File: src/rtl/col_parity_engine.sv
// rtl/col_parity_engine.sv - column-parity (theta) engine streaming DEPTH slices through external slice memory
module col_parity_engine #(
    parameter int DEPTH = 64,
    parameter int AW    = 6
) (
    input  logic          clk,
    input  logic          rst,
    input  logic          start,
    input  logic          mode,
    output logic          busy,
    output logic          done,
    output logic          rd_en,
    output logic [AW-1:0] rd_addr,
    input  logic [24:0]   rd_data,
    output logic          wr_en,
    output logic [AW-1:0] wr_addr,
    output logic [24:0]   wr_data,
    input  logic          wr_ready
);

    typedef enum logic [2:0] {
        S_IDLE, S_PRE_RD, S_PRE_CAP, S_RD, S_CAP, S_WR, S_DONE
    } state_t;

    localparam logic [AW-1:0] LAST = AW'(DEPTH - 1);

    state_t        state_q;
    logic          busy_q, done_q, rd_en_q, wr_en_q, mode_q;
    logic [AW-1:0] rd_addr_q, wr_addr_q, z_q;
    logic [24:0]   wr_data_q;
    logic [4:0]    prev_par_q, cur_par_q;

    logic [4:0]    cur_par_d;
    logic [4:0]    mix_d;
    logic [24:0]   result_d;

    function automatic logic [4:0] col_par(input logic [24:0] s);
        logic [4:0] c;
        c = '0;
        for (int y = 0; y < 5; y++) c = c ^ s[5*y +: 5];
        return c;
    endfunction

    // mix_d[x] = C[(x+4)%5] of this slice ^ C[(x+1)%5] of the previous slice
    always_comb begin
        cur_par_d = col_par(rd_data);
        mix_d     = {cur_par_d[3:0], cur_par_d[4]} ^ {prev_par_q[0], prev_par_q[4:1]};
        result_d  = mode_q ? {20'b0, cur_par_d} : (rd_data ^ {5{mix_d}});
    end

    always_ff @(posedge clk) begin
        if (!rst) begin
            state_q    <= S_IDLE;
            busy_q     <= 1'b0;
            done_q     <= 1'b0;
            rd_en_q    <= 1'b0;
            wr_en_q    <= 1'b0;
            mode_q     <= 1'b0;
            rd_addr_q  <= '0;
            wr_addr_q  <= '0;
            z_q        <= '0;
            wr_data_q  <= '0;
            prev_par_q <= '0;
            cur_par_q  <= '0;
        end else begin
            case (state_q)
                S_IDLE: begin
                    if (start) begin
                        mode_q    <= mode;
                        busy_q    <= 1'b1;
                        rd_en_q   <= 1'b1;
                        rd_addr_q <= LAST;
                        state_q   <= S_PRE_RD;
                    end
                end
                S_PRE_RD: begin
                    rd_en_q <= 1'b0;
                    state_q <= S_PRE_CAP;
                end
                S_PRE_CAP: begin
                    // slice DEPTH-1 parity seeds the z-1 term of slice 0
                    prev_par_q <= cur_par_d;
                    z_q        <= '0;
                    rd_en_q    <= 1'b1;
                    rd_addr_q  <= '0;
                    state_q    <= S_RD;
                end
                S_RD: begin
                    rd_en_q <= 1'b0;
                    state_q <= S_CAP;
                end
                S_CAP: begin
                    wr_en_q   <= 1'b1;
                    wr_addr_q <= z_q;
                    wr_data_q <= result_d;
                    cur_par_q <= cur_par_d;
                    state_q   <= S_WR;
                end
                S_WR: begin
                    if (wr_ready) begin
                        wr_en_q    <= 1'b0;
                        prev_par_q <= cur_par_q;
                        if (z_q == LAST) begin
                            done_q  <= 1'b1;
                            state_q <= S_DONE;
                        end else begin
                            z_q       <= z_q + 1'b1;
                            rd_en_q   <= 1'b1;
                            rd_addr_q <= z_q + 1'b1;
                            state_q   <= S_RD;
                        end
                    end
                end
                S_DONE: begin
                    done_q  <= 1'b0;
                    busy_q  <= 1'b0;
                    state_q <= S_IDLE;
                end
                default: state_q <= S_IDLE;
            endcase
        end
    end

    assign busy    = busy_q;
    assign done    = done_q;
    assign rd_en   = rd_en_q;
    assign rd_addr = rd_addr_q;
    assign wr_en   = wr_en_q;
    assign wr_addr = wr_addr_q;
    assign wr_data = wr_data_q;

endmodule

File: config.mk
export PLATFORM = sky130hd
export DESIGN_NAME = col_parity_engine
export DESIGN_NICKNAME = d
export VERILOG_FILES = /design/src/rtl/col_parity_engine.sv
export SDC_FILE = /design/constraint.sdc
export NUM_CORES = 1
export LEC_CHECK = 0
export BUFFER_PORTS_ARGS = -buffer_cell sky130_fd_sc_hd__buf_2
export CORE_MARGIN = 2
export CORE_UTILIZATION = 40
export CTS_CLUSTER_SIZE = 20
export DETAILED_ROUTE_END_ITERATION = 6
export PLACE_DENSITY = 0.66
export SYNTH_ARGS = -nofsm -noshare
export SYNTH_HDL_FRONTEND = slang
export SYNTH_SLANG_ARGS = --single-unit
File: constraint.sdc
create_clock -name clk -period 2 [get_ports clk]
set_input_delay 0.3 -clock clk [delete_from_list [all_inputs] [get_ports clk]]
set_output_delay 0.3 -clock clk [all_outputs]
set_load 0.005 [all_outputs]
Yosys cells after proc, flatten, opt, wreduce, memory -nomap -nowiden --
Cells that the tools add are included.
Storage, ports and cells: register bits after elaboration 61, word-level logic and storage cells 69, output and inout bits 41
Cells by class: mux-type cells 22, bitwise gates (word level) 6, eq/ne operators 11, add/sub/neg operators 1, reduce and logical (&&, ||, !) cells 17
Operators by type and width (number):
- $mux 25 | 1
- $xor 25x25->25 | 1
- $xor 5x5->5 | 5
- $mux 6 | 3
- $pmux 3 s6 | 1
- $pmux 6 s3 | 1
- $pmux 6 s2 | 1
- $pmux 5 s2 | 1
- $reduce_and 2->1 | 5
- $eq 3x3->1 const B | 3
- $mux 3 | 3
- $ne 2x2->1 const B | 4
- $reduce_and 4->1 | 2
- $reduce_bool 2->1 | 4
- $add 6x1->6 const B | 1
- $eq 3x2->1 const B | 2
- $eq 6x6->1 const B | 1
- $mux 1 | 6
- $pmux 1 s2 | 3
- $reduce_and 3->1 | 2
- $mux 5 | 1
- $pmux 1 s4 | 1
- $reduce_bool 4->1 | 1
- $eq 3x1->1 const B | 1
- 3 further kinds | 3

Logic depth before layout (Yosys ltp) --
Gate-level depths: netlist of run 1.
word-level depth 7, mapped depth 8, depth with buffers taken out 7

Least setup slack after synthesis of run 1 --
No wires, ideal clock.
path kind register to register, start point register z_q[0], end point register rd_addr_q[0], in the netlist rd_addr[0], arrival 1.857 ns, buffers on the path 1, required time 1.881 ns, path slack 0.025 ns, stages on the path, launching flop included 8, cell sequence dfxtp_1 -> ha_1 -> and3_1 -> and3_1 -> clkbuf_1 -> nor3_1 -> nor2_1 -> o221a_2
On the way: word-level cells in the longest chain between the ends 4
Ends and longest elaborated chain:
- start, declared | line 29 | logic [AW-1:0] rd_addr_q, wr_addr_q, z_q;
- start signal, assigned | line 107 | z_q <= z_q + 1'b1;
- $add 6x1->6 | line 109 | rd_addr_q <= z_q + 1'b1;
- $mux 6 | line 103 | if (z_q == LAST) begin
- $mux 6 | line 100 | if (wr_ready) begin
- $pmux 6 s3 | line 66 | case (state_q)
- end signal, assigned | line 109
- end, declared | line 29
Parallel ways exist; a longest one is shown, timed or not. The select of a mux whose other input is x is not followed. A chain may end at the register's enable or synchronous reset.

Worst setup path after layout of run 1 --
start point register z_q[1], end point register rd_addr_q[4], in the netlist rd_addr[4]
Same word-level chain as after synthesis.

==> impl_results.html, run 1 <==
<table>
<tr><th>Metric</th><th>Value</th></tr>
<tr><th colspan="2">Final layout</th></tr>
<tr><td>Share of post-route cells with drive strength above 1</td><td>0.298</td></tr>
<tr><td>Number of nets in the final layout</td><td>469</td></tr>
<tr><td>Final design area excluding fillers</td><td>0.00402 mm2</td></tr>
<tr><td>Total inserted antenna cells</td><td>0</td></tr>
<tr><td>Area overhead of the layout relative to synthesis</td><td>22.5%</td></tr>
<tr><th colspan="2">Timing</th></tr>
<tr><td>Final hold vios</td><td>0</td></tr>
<tr><td>Unrepaired setup endpoints after global routing</td><td>no</td></tr>
<tr><td>Final count of pins violating max slew</td><td>0</td></tr>
<tr><td>Count of endpoints failing setup in the final report</td><td>0</td></tr>
<tr><td>Clock skew</td><td>9.68 ps</td></tr>
<tr><td>Normalized max-slew margin</td><td>0.629</td></tr>
<tr><td>Worst Max-Slew Pin Slew</td><td>556 ps</td></tr>
<tr><td>Post-route fraction of the period consumed by the critical path</td><td>0.890</td></tr>
<tr><td>Setup total negative slack</td><td>0 ps</td></tr>
<tr><td>Fmax</td><td>0.562 GHz</td></tr>
<tr><td>Clock period minus worst slack</td><td>1780 ps</td></tr>
<tr><th colspan="2">Yosys</th></tr>
<tr><td>Leading register cell type out of synthesis</td><td>sky130_fd_sc_hd__dfxtp_1</td></tr>
<tr><td>Library cell with the largest summed area after synthesis</td><td>sky130_fd_sc_hd__dfxtp_1</td></tr>
<tr><td>Mapped Nets</td><td>391</td></tr>
<tr><td>Most frequently used cell type in the post-synthesis netlist</td><td>sky130_fd_sc_hd__dfxtp_1</td></tr>
<tr><td>Number of flops mapped to enable cells by yosys</td><td>0</td></tr>
<tr><td>Unique masters post-synth</td><td>46</td></tr>
<tr><td>Fraction of registers with async set or reset after synthesis</td><td>0</td></tr>
<tr><td>Sequential fraction of the synthesis area</td><td>0.372</td></tr>
<tr><td>Number of storage elements in the synthesis netlist</td><td>61</td></tr>
<tr><td>Synthesis warning total</td><td>0</td></tr>
<tr><td>Average instance area after synthesis</td><td>9.12 um2</td></tr>
<tr><td>Mapped cell area</td><td>0.00328 mm2</td></tr>
<tr><td>Post-Syn Instances</td><td>360</td></tr>
<tr><td>Leading post-synthesis cells by instance count</td><td>sky130_fd_sc_hd__dfxtp_1 (61), sky130_fd_sc_hd__nand2_1 (38), sky130_fd_sc_hd__a21oi_1 (27), sky130_fd_sc_hd__xnor2_1 (27), sky130_fd_sc_hd__nor2_1 (26)</td></tr>
<tr><td>Area share of the largest cell type after synthesis</td><td>0.372</td></tr>
<tr><td>Ranking of synthesized cells by area</td><td>sky130_fd_sc_hd__dfxtp_1 (37%), sky130_fd_sc_hd__xnor2_1 (7.2%), sky130_fd_sc_hd__a22o_1 (5.3%)</td></tr>
<tr><th colspan="2">Placed design</th></tr>
<tr><td>Input/output buffers</td><td>70</td></tr>
<tr><td>Final weighted congestion of routability-driven global placement</td><td>0.815</td></tr>
<tr><td>Detailed placement HPWL</td><td>5540 um</td></tr>
<tr><td>Area after DPL</td><td>0.00382 mm2</td></tr>
<tr><th colspan="2">Clock tree</th></tr>
<tr><td>Clk root buf</td><td>sky130_fd_sc_hd__clkbuf_8</td></tr>
<tr><td>TritonCTS clock tree</td><td>yes</td></tr>
<tr><td>Clock insertion delay at the later pin of the skew report</td><td>340 ps</td></tr>
<tr><td>H-tree levels</td><td>3</td></tr>
<tr><td>Number of sinks handled by clock tree synthesis</td><td>61</td></tr>
<tr><td>Post-CTS Setup Bufs</td><td>0</td></tr>
<tr><td>Clk slew on worst S/H paths</td><td>70 ps</td></tr>
<tr><td>Number of resized instances in the post-cts repair step</td><td>0</td></tr>
<tr><td>Number of hold-repair buffers added at the cts stage</td><td>0</td></tr>
<tr><td>Clock buffers created by TritonCTS</td><td>9</td></tr>
<tr><td>Maximum number of buffers from clock root to sink</td><td>2</td></tr>
<tr><th colspan="2">Worst setup path</th></tr>
<tr><td>Beginning of the critical path</td><td>z_q[1]</td></tr>
<tr><td>Crit-path cells</td><td>ha_1 &gt; and3_1 &gt; and3_1 &gt; nand2b_1 &gt; nand2_1 &gt; nor2_1 &gt; a211oi_1</td></tr>
<tr><td>Maximum fanout count along the critical path</td><td>7</td></tr>
<tr><td>Path depth of the worst reg2reg path</td><td>7</td></tr>
<tr><td>Slowest cell on the critical path</td><td>sky130_fd_sc_hd__dfxtp_1</td></tr>
<tr><td>Largest delay share family, worst path</td><td>simple AND/OR/NAND/NOR gates</td></tr>
<tr><td>Worst path bufs/invs</td><td>0</td></tr>
<tr><td>Worst reg2reg path endpoint</td><td>rd_addr[4]</td></tr>
<tr><td>Worst R2R Start</td><td>z_q[1]</td></tr>
<tr><td>Most used cell along the critical path</td><td>sky130_fd_sc_hd__and3_1</td></tr>
<tr><td>Worst Setup Start Kind</td><td>register</td></tr>
<tr><td>Setup slack of the worst register-to-register path</td><td>220 ps</td></tr>
<tr><td>Largest stage delay, worst path</td><td>340 ps</td></tr>
<tr><td>Worst Setup EP</td><td>rd_addr[4]</td></tr>
<tr><td>Type of destination of the critical path</td><td>register</td></tr>
<tr><td>Data arrival time of the critical path</td><td>2010 ps</td></tr>
<tr><td>Kind of critical path</td><td>register to register</td></tr>
<tr><td>CP Data Required Time</td><td>2230 ps</td></tr>
<tr><td>Path length in cells of the critical path</td><td>7</td></tr>
<tr><th colspan="2">Route</th></tr>
<tr><td>Per-cell routed wire length</td><td>13.7 um</td></tr>
<tr><td>Initial DRC Count</td><td>94</td></tr>
<tr><td>Vias post-DR</td><td>2,792</td></tr>
<tr><td>Post-route DRC</td><td>0</td></tr>
<tr><td>Number of iterations in the first detailed-routing pass</td><td>4</td></tr>
<tr><td>Detailed-route wire length</td><td>7490 um</td></tr>
<tr><td>Antenna-violating nets left</td><td>0</td></tr>
<tr><td>Post-detailed-route via-to-cell ratio</td><td>5.09</td></tr>
<tr><th colspan="2">Floorplan</th></tr>
<tr><td>Number of standard-cell rows in the floorplan</td><td>33</td></tr>
<tr><td>DIE WIDTH</td><td>94.6 um</td></tr>
<tr><td>Total core area</td><td>0.00809 mm2</td></tr>
<tr><td>Number of primary I/O pins</td><td>71</td></tr>
<tr><td>Overall die area</td><td>0.00895 mm2</td></tr>
<tr><td>Initial cell density of the core</td><td>0.406</td></tr>
<tr><td>Vertical extent of the die</td><td>94.6 um</td></tr>
<tr><th colspan="2">Pwr</th></tr>
<tr><td>Leakage dissipation</td><td>1.70 nW</td></tr>
<tr><td>Peak ir drop on the vdd network</td><td>0.000655 V</td></tr>
<tr><td>Total power divided by cell area</td><td>903 mW/mm2</td></tr>
<tr><th colspan="2">Global route</th></tr>
<tr><td>GRT Residual Overflow</td><td>0</td></tr>
<tr><td>All-layer global routing usage</td><td>0.175</td></tr>
<tr><td>Wire length of the first global-routing pass</td><td>12,200 um</td></tr>
<tr><td>Via count of the first global-routing pass</td><td>2,686</td></tr>
<tr><td>Largest net degree at the start of global routing</td><td>25</td></tr>
<tr><td>Antenna violations before repair</td><td>0</td></tr>
<tr><th colspan="2">Job</th></tr>
<tr><td>MaxCap Viol Count</td><td>0</td></tr>
<tr><th colspan="2">Min path</th></tr>
<tr><td>Path category of the worst min-delay check</td><td>input port to register</td></tr>
<tr><th colspan="2">Run status</th></tr>
<tr><td>Outcome</td><td>completed</td></tr>
</table>
## sequential cells by signal (all words and copies together) (netlist names)
signal / count
done: 1
rd_addr: 6
cur_par_q: 5
rd_en: 1
busy: 1
wr_addr: 6
state_q: 3
mode_q: 1
wr_data: 25
prev_par_q: 5
wr_en: 1
z_q: 6
## area by class of cell
cell class | count | area (um2)
fill | 781 | 4070
multi-input combinational | 274 | 1950
sequential | 61 | 1220
timing repair buffer | 91 | 508
clock buffer | 10 | 138
tap | 105 | 131
clock inverter | 6 | 62.6
inverter | 1 | 3.75
## worst min-delay path by stage
stage,from,to,cells after the start
final,wr_ready,state_q[0],2
after global routing,wr_ready,state_q[0],2
after CTS,wr_ready,state_q[0],2
after detailed placement,wr_data[2],wr_data[2],2
after global placement,rd_addr[2],rd_addr[2],1
after floorplan,wr_ready,state_q[0],1
## layer usage
metal | up-vias | routed length (um) | global-route usage
met1 | 1294 | 3450 | 0.211
met2 | 72 | 3550 | 0.295
met3 | 6 | 429 | 0.0551
li1 | 1420 | - | -
met4 | 0 | 67 | 0.0640
met5 | - | 0 | 0
## per-stage QoR
step | hold WS [ps] | util | total power (W) | worst slack [ps] | instances
CTS | 190 | 0.497 | 0.00369 | 208 | 548
global route | 207 | 0.497 | 0.00386 | 61.7 | 548
global placement | 448 | 0.472 | 0.00253 | 104 | 532
finish | 219 | 0.497 | 0.00363 | 221 | 548
detailed placement | 453 | 0.472 | 0.00256 | 46.7 | 532
floorplan | 406 | - | 0.00227 | 24.6 | 360
## cell usage in the layout, fill, tap and decap left out, types with 9 or more instances in the layout
cell type and instances:
sky130_fd_sc_hd__xnor2_1 27, sky130_fd_sc_hd__nand2_1 38, sky130_fd_sc_hd__dfxtp_1 61, sky130_fd_sc_hd__nand3_1 9, sky130_fd_sc_hd__clkbuf_8 10, sky130_fd_sc_hd__o21ai_0 25
sky130_fd_sc_hd__buf_4 21, sky130_fd_sc_hd__xor2_1 9, sky130_fd_sc_hd__a21boi_0 13, sky130_fd_sc_hd__buf_2 70, sky130_fd_sc_hd__xnor2_2 9, sky130_fd_sc_hd__a21oi_1 27
sky130_fd_sc_hd__nor2_1 26, sky130_fd_sc_hd__a22o_1 20
## cells by family (layout without fill, tap and decap cells)
family	after synthesis	after routing	share of synthesized area
multiplexers	7	7	0.0217
flip-flops	61	61	0.372
AO/OA/AOI/OAI	107	107	0.219
buffers and inverters	25	108	0.0324
XOR/XNOR	53	53	0.202
adder cells (fa/ha/maj)	1	1	0.00381
AND/OR/NAND/NOR	106	106	0.149
## where the power goes
| part | total (W) | switching, W | internal [W] |
|---|---|---|---|
| clock | 0.00110 | 0.000497 | 0.000604 |
| sequential | 0.00144 | 0.000121 | 0.00132 |
| combinational | 0.00109 | 0.000567 | 0.000523 |
| total | 0.00363 | 0.00118 | 0.00245 |
Note: power is estimated with default switching activity, not from simulation.
==> inputs of run 2 (changes only) <==
CELL_PAD_IN_SITES_DETAIL_PLACEMENT = 1   (was not set)
CELL_PAD_IN_SITES_GLOBAL_PLACEMENT = 1   (was not set)
CORE_UTILIZATION = 37   (was 40)
PLACE_DENSITY = 0.78   (was 0.66)
==> run 2 against run 1 <==
Power rose by 5.9%. Final area increased by 1.4%. Clock power increased by 15%. Sequential share of layout area decreased by 0.39 points. Maximum frequency is 4.3% lower. Routed wire length grew 16%. Largest power group unchanged.
==> impl_results.html, run 2 (same netlist as run 1, synthesis figures left out) <==
<table>
<tr><th>Metric</th><th>Value</th></tr>
<tr><th colspan="2">Run status</th></tr>
<tr><td>Outcome</td><td>completed</td></tr>
<tr><th colspan="2">Route</th></tr>
<tr><td>Detailed-route wire length</td><td>8720 um (+16%)</td></tr>
<tr><td>Antenna-violating nets left</td><td>0 (unchanged)</td></tr>
<tr><td>Number of iterations in the first detailed-routing pass</td><td>4 (unchanged)</td></tr>
<tr><td>Per-cell routed wire length</td><td>15.7 um (+15%)</td></tr>
<tr><td>Initial DRC Count</td><td>55 (-41%)</td></tr>
<tr><td>Vias post-DR</td><td>2,869 (+2.8%)</td></tr>
<tr><td>Post-detailed-route via-to-cell ratio</td><td>5.18 (+1.6%)</td></tr>
<tr><td>Post-route DRC</td><td>0 (unchanged)</td></tr>
<tr><th colspan="2">Worst setup path</th></tr>
<tr><td>Type of destination of the critical path</td><td>register</td></tr>
<tr><td>Crit-path cells</td><td>ha_1 &gt; and3_1 &gt; and3_1 &gt; nor3_1 &gt; nor2_1 &gt; o221a_2</td></tr>
<tr><td>Worst Setup Start Kind</td><td>register</td></tr>
<tr><td>Largest stage delay, worst path</td><td>350 ps (about the same)</td></tr>
<tr><td>Worst reg2reg path endpoint</td><td>rd_addr[0]</td></tr>
<tr><td>Path depth of the worst reg2reg path</td><td>6 (-1)</td></tr>
<tr><td>Kind of critical path</td><td>register to register</td></tr>
<tr><td>Data arrival time of the critical path</td><td>2100 ps (+90 ps)</td></tr>
<tr><td>Beginning of the critical path</td><td>z_q[1]</td></tr>
<tr><td>CP Data Required Time</td><td>2250 ps (+20 ps)</td></tr>
<tr><td>Setup slack of the worst register-to-register path</td><td>140 ps (-80 ps)</td></tr>
<tr><td>Most used cell along the critical path</td><td>sky130_fd_sc_hd__and3_1</td></tr>
<tr><td>Worst R2R Start</td><td>z_q[1]</td></tr>
<tr><td>Worst Setup EP</td><td>rd_addr[0]</td></tr>
<tr><td>Slowest cell on the critical path</td><td>sky130_fd_sc_hd__dfxtp_1</td></tr>
<tr><td>Maximum fanout count along the critical path</td><td>5 (-2)</td></tr>
<tr><th colspan="2">Timing</th></tr>
<tr><td>Post-route fraction of the period consumed by the critical path</td><td>0.929 (+0.0395)</td></tr>
<tr><td>Normalized max-slew margin</td><td>0.605 (-0.0232)</td></tr>
<tr><td>Unrepaired setup endpoints after global routing</td><td>no</td></tr>
<tr><td>Setup total negative slack</td><td>0 ps (unchanged)</td></tr>
<tr><td>Count of endpoints failing setup in the final report</td><td>0 (unchanged)</td></tr>
<tr><td>Final count of pins violating max slew</td><td>0 (unchanged)</td></tr>
<tr><td>Clock period minus worst slack</td><td>1860 ps (+79.1 ps)</td></tr>
<tr><td>Fmax</td><td>0.538 GHz (-4.3%)</td></tr>
<tr><td>Clock skew</td><td>10.8 ps (+1.07 ps)</td></tr>
<tr><td>Worst Max-Slew Pin Slew</td><td>591 ps (+34.8 ps)</td></tr>
<tr><td>Final hold vios</td><td>0 (unchanged)</td></tr>
<tr><th colspan="2">Pwr</th></tr>
<tr><td>Total power draw</td><td>0.00384 W (+5.9%)</td></tr>
<tr><td>Total power divided by cell area</td><td>943 mW/mm2 (+4.4%)</td></tr>
<tr><td>Peak ir drop on the vdd network</td><td>0.000450 V (-31%)</td></tr>
<tr><td>Leakage dissipation</td><td>1.74 nW (+2.2%)</td></tr>
<tr><th colspan="2">Final layout</th></tr>
<tr><td>Final core utilization</td><td>0.470 (-0.0270)</td></tr>
<tr><td>Area overhead of the layout relative to synthesis</td><td>24.2%</td></tr>
<tr><td>Total inserted antenna cells</td><td>0 (unchanged)</td></tr>
<tr><td>Number of fill cells</td><td>1,050 (+34%)</td></tr>
<tr><td>Flip-flop count of the largest register after layout</td><td>25 (unchanged)</td></tr>
<tr><td>Most used cells in the layout excluding fill and tap cells</td><td>sky130_fd_sc_hd__buf_2 (70), sky130_fd_sc_hd__dfxtp_1 (60), sky130_fd_sc_hd__nand2_1 (38)</td></tr>
<tr><td>Commonest non-fill, non-tap cell in the layout</td><td>sky130_fd_sc_hd__buf_2</td></tr>
<tr><td>Share of post-route cells with drive strength above 1</td><td>0.307 (+0.00921)</td></tr>
<tr><td>Number of nets in the final layout</td><td>472 (+0.64%)</td></tr>
<tr><th colspan="2">Global route</th></tr>
<tr><td>GRT Residual Overflow</td><td>0 (unchanged)</td></tr>
<tr><td>Antenna violations before repair</td><td>0 (unchanged)</td></tr>
<tr><td>Largest net degree at the start of global routing</td><td>22 (-12%)</td></tr>
<tr><td>Wire length of the first global-routing pass</td><td>14,700 um (+20%)</td></tr>
<tr><td>Via count of the first global-routing pass</td><td>2,965 (+10%)</td></tr>
<tr><td>All-layer global routing usage</td><td>0.188 (+0.0129)</td></tr>
<tr><th colspan="2">Floorplan</th></tr>
<tr><td>DIE WIDTH</td><td>98.2 um (+3.8%)</td></tr>
<tr><td>Vertical extent of the die</td><td>98.2 um (+3.8%)</td></tr>
<tr><td>Number of standard-cell rows in the floorplan</td><td>34 (+3.0%)</td></tr>
<tr><td>Number of primary I/O pins</td><td>71 (unchanged)</td></tr>
<tr><td>Initial cell density of the core</td><td>0.378 (-0.0274)</td></tr>
<tr><td>Overall die area</td><td>0.00964 mm2 (+7.8%)</td></tr>
<tr><td>Total core area</td><td>0.00868 mm2 (+7.2%)</td></tr>
<tr><th colspan="2">Placed design</th></tr>
<tr><td>Final weighted congestion of routability-driven global placement</td><td>0.745 (-8.5%)</td></tr>
<tr><td>Input/output buffers</td><td>70 (unchanged)</td></tr>
<tr><td>Detailed placement HPWL</td><td>6390 um (+15%)</td></tr>
<tr><th colspan="2">Clock tree</th></tr>
<tr><td>Number of hold-repair buffers added at the cts stage</td><td>0 (unchanged)</td></tr>
<tr><td>Clock insertion delay at the later pin of the skew report</td><td>350 ps (about the same)</td></tr>
<tr><td>Clock buffers created by TritonCTS</td><td>9 (unchanged)</td></tr>
<tr><td>Maximum number of buffers from clock root to sink</td><td>2 (unchanged)</td></tr>
<tr><td>H-tree levels</td><td>3 (unchanged)</td></tr>
<tr><td>Clk slew on worst S/H paths</td><td>70 ps (about the same)</td></tr>
<tr><td>TritonCTS clock tree</td><td>yes</td></tr>
<tr><td>Clk root buf</td><td>sky130_fd_sc_hd__clkbuf_8</td></tr>
<tr><td>Number of sinks handled by clock tree synthesis</td><td>61 (unchanged)</td></tr>
<tr><th colspan="2">Job</th></tr>
<tr><td>MaxCap Viol Count</td><td>0 (unchanged)</td></tr>
<tr><th colspan="2">Min path</th></tr>
<tr><td>Path category of the worst min-delay check</td><td>input port to register</td></tr>
</table>
## run 2: changes by cell type in the layout (fill, tap and decap cells not counted)
cell | previous run | this run
sky130_fd_sc_hd__and2_2 | 0 | 1
sky130_fd_sc_hd__clkbuf_8 | 10 | 11
sky130_fd_sc_hd__dfxtp_2 | 0 | 1
sky130_fd_sc_hd__bufinv_16 | 1 | 2
sky130_fd_sc_hd__and2_1 | 5 | 4
sky130_fd_sc_hd__nor2_2 | 0 | 1
sky130_fd_sc_hd__dfxtp_1 | 61 | 60
sky130_fd_sc_hd__buf_4 | 21 | 24
sky130_fd_sc_hd__clkbuf_1 | 0 | 1
sky130_fd_sc_hd__clkinvlp_4 | 3 | 0
sky130_fd_sc_hd__nor2_1 | 26 | 25
## run 2: critical path, delay by kind of cell (launching register included)
family / cells / cell delay, ps
AOI/OAI and AO/OA: 1 / 270
DFF: 1 / 350
adders and majority gates: 1 / 220
and+or+nand+nor: 4 / 910
## run 2: where the power goes
part | switching, W | internal, W
Clock | 0.000505 | 0.000766
Combinational | 0.000602 | 0.000535
Sequential | 0.000115 | 0.00132
## run 2: per-stage QoR
step                      setup slack (ps)  cells  hold slack [ps]  area (um2)
final                                  141    554              202        4080
after global placement                 121    538              434        3840
after detailed placement              57.5    538              457        3840
after floorplan                       24.6    360              406        3280
after global routing                  2.80    554              208        4080
after CTS                             78.6    554              190        4070
## run 2: per-layer routing
metal	part of all wire	global-route usage	vias to the layer above
met5	0	0	-
met4	0.012	0.0464	0
met3	0.044	0.0530	11
met2	0.49	0.324	71
met1	0.46	0.234	1362
li1	-	-	1425
## run 2: how the worst min path moves through the flow
stage / depth (start not counted) / endpoint / slack [ps] / startpoint
final: 2 / state_q[0] / 200 / wr_ready
after floorplan: 1 / state_q[0] / 410 / wr_ready
after global routing: 2 / state_q[0] / 210 / wr_ready
after global placement: 2 / wr_data[2] / 430 / wr_data[2]
after CTS: 2 / state_q[0] / 190 / wr_ready
after detailed placement: 2 / wr_addr[3] / 460 / wr_addr[3]
## run 2: what timing repair did
item,4_1_cts,5_1_grt
setup buffers,0,0
resized for setup,0,3
endpoints found under the hold margin,0,0
endpoints found under the setup margin,0,24
## run 2: area by class of cell
type / count / area (um2) / share of cell area
clock buffer: 12 / 155 / 0.0381
clock inverter: 4 / 70.1 / 0.0172
inverter: 1 / 3.75 / 0.000921
multi-input combinational: 274 / 1960 / 0.481
sequential: 61 / 1220 / 0.300
tap: 108 / 135 / 0.0332
timing repair buffer: 94 / 531 / 0.130
==> inputs of run 3 (changes only) <==
CELL_PAD_IN_SITES_DETAIL_PLACEMENT = 2   (was 1)
CELL_PAD_IN_SITES_GLOBAL_PLACEMENT = 2   (was 1)
CORE_UTILIZATION = 29   (was 37)
PLACE_DENSITY = 0.77   (was 0.78)
==> run 3 against run 2 <==
Global-route usage fell by 0.34 points. Final cell count grew 5.8%. Setup slack better by 3.5 ps. Utilization shrank 8.3 points. Critical path depth unchanged. Flip-flop and latch count unchanged. First-iteration DRC count rose by 49%. Clock skew shrank 5.5 ps. Via count increased by 3.8%. Combinational power is 5% higher. Non-clock buffer count unchanged. Routed wire length is 21% higher.
==> impl_results.html, run 3 (same netlist as run 1, synthesis figures left out) <==
<table>
<tr><th>Metric</th><th>Value</th></tr>
<tr><th colspan="2">Route</th></tr>
<tr><td>Post-route DRC</td><td>0 (unchanged)</td></tr>
<tr><td>Antenna-violating nets left</td><td>0 (unchanged)</td></tr>
<tr><td>Initial DRC Count</td><td>82 (+49%)</td></tr>
<tr><td>Post-detailed-route via-to-cell ratio</td><td>5.08 (-1.9%)</td></tr>
<tr><td>Per-cell routed wire length</td><td>18.0 um (+15%)</td></tr>
<tr><td>Number of iterations in the first detailed-routing pass</td><td>4 (unchanged)</td></tr>
<tr><td>Detailed-route wire length</td><td>10,600 um (+21%)</td></tr>
<tr><td>Vias post-DR</td><td>2,978 (+3.8%)</td></tr>
<tr><th colspan="2">Placed design</th></tr>
<tr><td>Area after DPL</td><td>0.00390 mm2 (+1.4%)</td></tr>
<tr><td>Detailed placement HPWL</td><td>7710 um (+21%)</td></tr>
<tr><td>Place WS</td><td>14.4 ps (-43.1 ps)</td></tr>
<tr><td>Final weighted congestion of routability-driven global placement</td><td>0.709 (-4.9%)</td></tr>
<tr><td>Count of placed standard cells including taps</td><td>570 (+5.9%)</td></tr>
<tr><td>Input/output buffers</td><td>70 (unchanged)</td></tr>
<tr><th colspan="2">Global route</th></tr>
<tr><td>Antenna violations before repair</td><td>0 (unchanged)</td></tr>
<tr><td>GRT Residual Overflow</td><td>0 (unchanged)</td></tr>
<tr><td>Via count of the first global-routing pass</td><td>3,290 (+11%)</td></tr>
<tr><td>Largest net degree at the start of global routing</td><td>22 (unchanged)</td></tr>
<tr><td>Wire length of the first global-routing pass</td><td>17,100 um (+17%)</td></tr>
<tr><td>All-layer global routing usage</td><td>0.185 (-0.00338)</td></tr>
<tr><th colspan="2">Timing</th></tr>
<tr><td>Clock period minus worst slack</td><td>1860 ps (-3.51 ps)</td></tr>
<tr><td>Post-route fraction of the period consumed by the critical path</td><td>0.928 (-0.00176)</td></tr>
<tr><td>Final count of pins violating max slew</td><td>0 (unchanged)</td></tr>
<tr><td>Fmax</td><td>0.539 GHz (+0.19%)</td></tr>
<tr><td>Count of endpoints failing setup in the final report</td><td>0 (unchanged)</td></tr>
<tr><td>Setup total negative slack</td><td>0 ps (unchanged)</td></tr>
<tr><td>Worst Max-Slew Pin Slew</td><td>720 ps (+129 ps)</td></tr>
<tr><td>Unrepaired setup endpoints after global routing</td><td>no</td></tr>
<tr><td>Clock skew</td><td>5.24 ps (-5.52 ps)</td></tr>
<tr><td>Final hold vios</td><td>0 (unchanged)</td></tr>
<tr><td>Hold Worst Slack</td><td>216 ps (+14.1 ps)</td></tr>
<tr><td>Normalized max-slew margin</td><td>0.519 (-0.0864)</td></tr>
<tr><td>Setup slack after layout</td><td>145 ps (+3.51 ps)</td></tr>
<tr><th colspan="2">Floorplan</th></tr>
<tr><td>Overall die area</td><td>0.0122 mm2 (+26%)</td></tr>
<tr><td>Initial cell density of the core</td><td>0.300 (-0.0781)</td></tr>
<tr><td>Number of primary I/O pins</td><td>71 (unchanged)</td></tr>
<tr><td>DIE WIDTH</td><td>110 um (+12%)</td></tr>
<tr><td>Vertical extent of the die</td><td>110 um (+12%)</td></tr>
<tr><td>Number of standard-cell rows in the floorplan</td><td>38 (+12%)</td></tr>
<tr><td>Total core area</td><td>0.0109 mm2 (+26%)</td></tr>
<tr><th colspan="2">Worst setup path</th></tr>
<tr><td>Worst Setup EP</td><td>rd_addr[0]</td></tr>
<tr><td>Beginning of the critical path</td><td>z_q[0]</td></tr>
<tr><td>Maximum fanout count along the critical path</td><td>7 (+2)</td></tr>
<tr><td>Type of destination of the critical path</td><td>register</td></tr>
<tr><td>CP Data Required Time</td><td>2220 ps (-30 ps)</td></tr>
<tr><td>Path depth of the worst reg2reg path</td><td>6 (unchanged)</td></tr>
<tr><td>Kind of critical path</td><td>register to register</td></tr>
<tr><td>Worst Setup Start Kind</td><td>register</td></tr>
<tr><td>Data arrival time of the critical path</td><td>2080 ps (-20 ps)</td></tr>
<tr><td>Setup slack of the worst register-to-register path</td><td>140 ps (about the same)</td></tr>
<tr><td>Worst R2R Start</td><td>z_q[0]</td></tr>
<tr><td>Worst reg2reg path endpoint</td><td>rd_addr[0]</td></tr>
<tr><th colspan="2">Final layout</th></tr>
<tr><td>Share of post-route cells with drive strength above 1</td><td>0.300 (-0.00673)</td></tr>
<tr><td>Number of fill cells</td><td>1,257 (+20%)</td></tr>
<tr><td>Flip-flop count of the largest register after layout</td><td>25 (unchanged)</td></tr>
<tr><td>Number of nets in the final layout</td><td>472 (unchanged)</td></tr>
<tr><td>Final design area excluding fillers</td><td>0.00422 mm2 (+3.7%)</td></tr>
<tr><td>Area overhead of the layout relative to synthesis</td><td>28.7%</td></tr>
<tr><td>Seq. cell area</td><td>0.00122 mm2 (-0.10%)</td></tr>
<tr><td>Fin cells</td><td>586 (+5.8%)</td></tr>
<tr><td>Total inserted antenna cells</td><td>0 (unchanged)</td></tr>
<tr><td>Combined area of the multi-input logic cells</td><td>0.00195 mm2 (-0.19%)</td></tr>
<tr><td>Commonest non-fill, non-tap cell in the layout</td><td>sky130_fd_sc_hd__buf_2</td></tr>
<tr><td>Most used cells in the layout excluding fill and tap cells</td><td>sky130_fd_sc_hd__buf_2 (70), sky130_fd_sc_hd__dfxtp_1 (61), sky130_fd_sc_hd__nand2_1 (38)</td></tr>
<tr><th colspan="2">Min path</th></tr>
<tr><td>Startpoint of the tightest hold check path</td><td>wr_ready</td></tr>
<tr><td>Cell depth of the worst min-delay path</td><td>2 (unchanged)</td></tr>
<tr><td>Path category of the worst min-delay check</td><td>input port to register</td></tr>
<tr><th colspan="2">Clock tree</th></tr>
<tr><td>Post-CTS Setup Bufs</td><td>0 (unchanged)</td></tr>
<tr><td>Clock insertion delay at the later pin of the skew report</td><td>330 ps (-20 ps)</td></tr>
<tr><td>Number of sinks handled by clock tree synthesis</td><td>61 (unchanged)</td></tr>
<tr><td>Number of hold-repair buffers added at the cts stage</td><td>0 (unchanged)</td></tr>
<tr><td>H-tree levels</td><td>3 (unchanged)</td></tr>
<tr><td>Number of resized instances in the post-cts repair step</td><td>0 (unchanged)</td></tr>
<tr><td>Maximum number of buffers from clock root to sink</td><td>2 (unchanged)</td></tr>
<tr><td>Clock buffers created by TritonCTS</td><td>9 (unchanged)</td></tr>
<tr><td>Clk root buf</td><td>sky130_fd_sc_hd__clkbuf_16</td></tr>
<tr><td>TritonCTS clock tree</td><td>yes</td></tr>
<tr><td>Clk slew on worst S/H paths</td><td>50 ps (-20 ps)</td></tr>
<tr><th colspan="2">Pwr</th></tr>
<tr><td>Leakage dissipation</td><td>1.79 nW (+2.8%)</td></tr>
<tr><td>Total power divided by cell area</td><td>1030 mW/mm2 (+9.3%)</td></tr>
<tr><td>Peak ir drop on the vdd network</td><td>0.000375 V (-17%)</td></tr>
<tr><th colspan="2">Job</th></tr>
<tr><td>MaxCap Viol Count</td><td>0 (unchanged)</td></tr>
<tr><th colspan="2">Run status</th></tr>
<tr><td>Outcome</td><td>completed</td></tr>
</table>
run 3: changes by cell type in the layout (fill, tap and decap cells not counted):
cell,change
sky130_fd_sc_hd__clkbuf_16,+9
sky130_fd_sc_hd__clkbuf_8,-9
sky130_fd_sc_hd__and2_1,+1
sky130_fd_sc_hd__and2_2,-1
sky130_fd_sc_hd__buf_12,+1
sky130_fd_sc_hd__buf_4,-1
sky130_fd_sc_hd__dfxtp_1,+1
sky130_fd_sc_hd__dfxtp_2,-1
sky130_fd_sc_hd__nor2_1,+1
sky130_fd_sc_hd__nor2_2,-1
run 3: worst min-delay path by stage:
stage                       endpoint  slack, ps
after floorplan           state_q[0]        410
after global placement    rd_addr[2]        450
after detailed placement  wr_addr[1]        460
after CTS                 state_q[0]        210
after global routing      state_q[0]        230
final                     state_q[0]        220
run 3: layout make-up:
cell class | instances | area share
multi-input combinational | 274 | 0.463
sequential | 61 | 0.289
timing repair buffer | 94 | 0.129
clock buffer | 12 | 0.0607
tap | 140 | 0.0415
clock inverter | 4 | 0.0166
inverter | 1 | 0.000889
run 3: worst max-delay path, stage by stage, from the launching register on:
cell and delay, ps:
sky130_fd_sc_hd__dfxtp_1 310, sky130_fd_sc_hd__ha_1 220, sky130_fd_sc_hd__and3_1 200, sky130_fd_sc_hd__and3_1 280, sky130_fd_sc_hd__nor3_1 310, sky130_fd_sc_hd__nor2_1 160, sky130_fd_sc_hd__o221a_2 270
run 3: power by group:
group          internal [W]  leakage [nW]  total, W  switching (W)
logic              0.000545          1.13   0.00120       0.000650
registers           0.00132         0.496   0.00144       0.000121
clock network       0.00115         0.163   0.00172       0.000564
total               0.00302          1.79   0.00436        0.00134
run 3: metrics by stage:
stage               power (W)   util
global route          0.00459  0.386
detailed placement    0.00265  0.356
finish                0.00436  0.386
CTS                   0.00442  0.386
floorplan             0.00227      -
global placement      0.00258  0.356
run 3: per-layer routing:
metal,vias up,wire (um),GRT usage
li1,1429,-,-
met1,1468,4510,0.205
met2,68,5520,0.349
met3,13,400,0.0406
met4,0,138,0.0571
met5,-,0,0
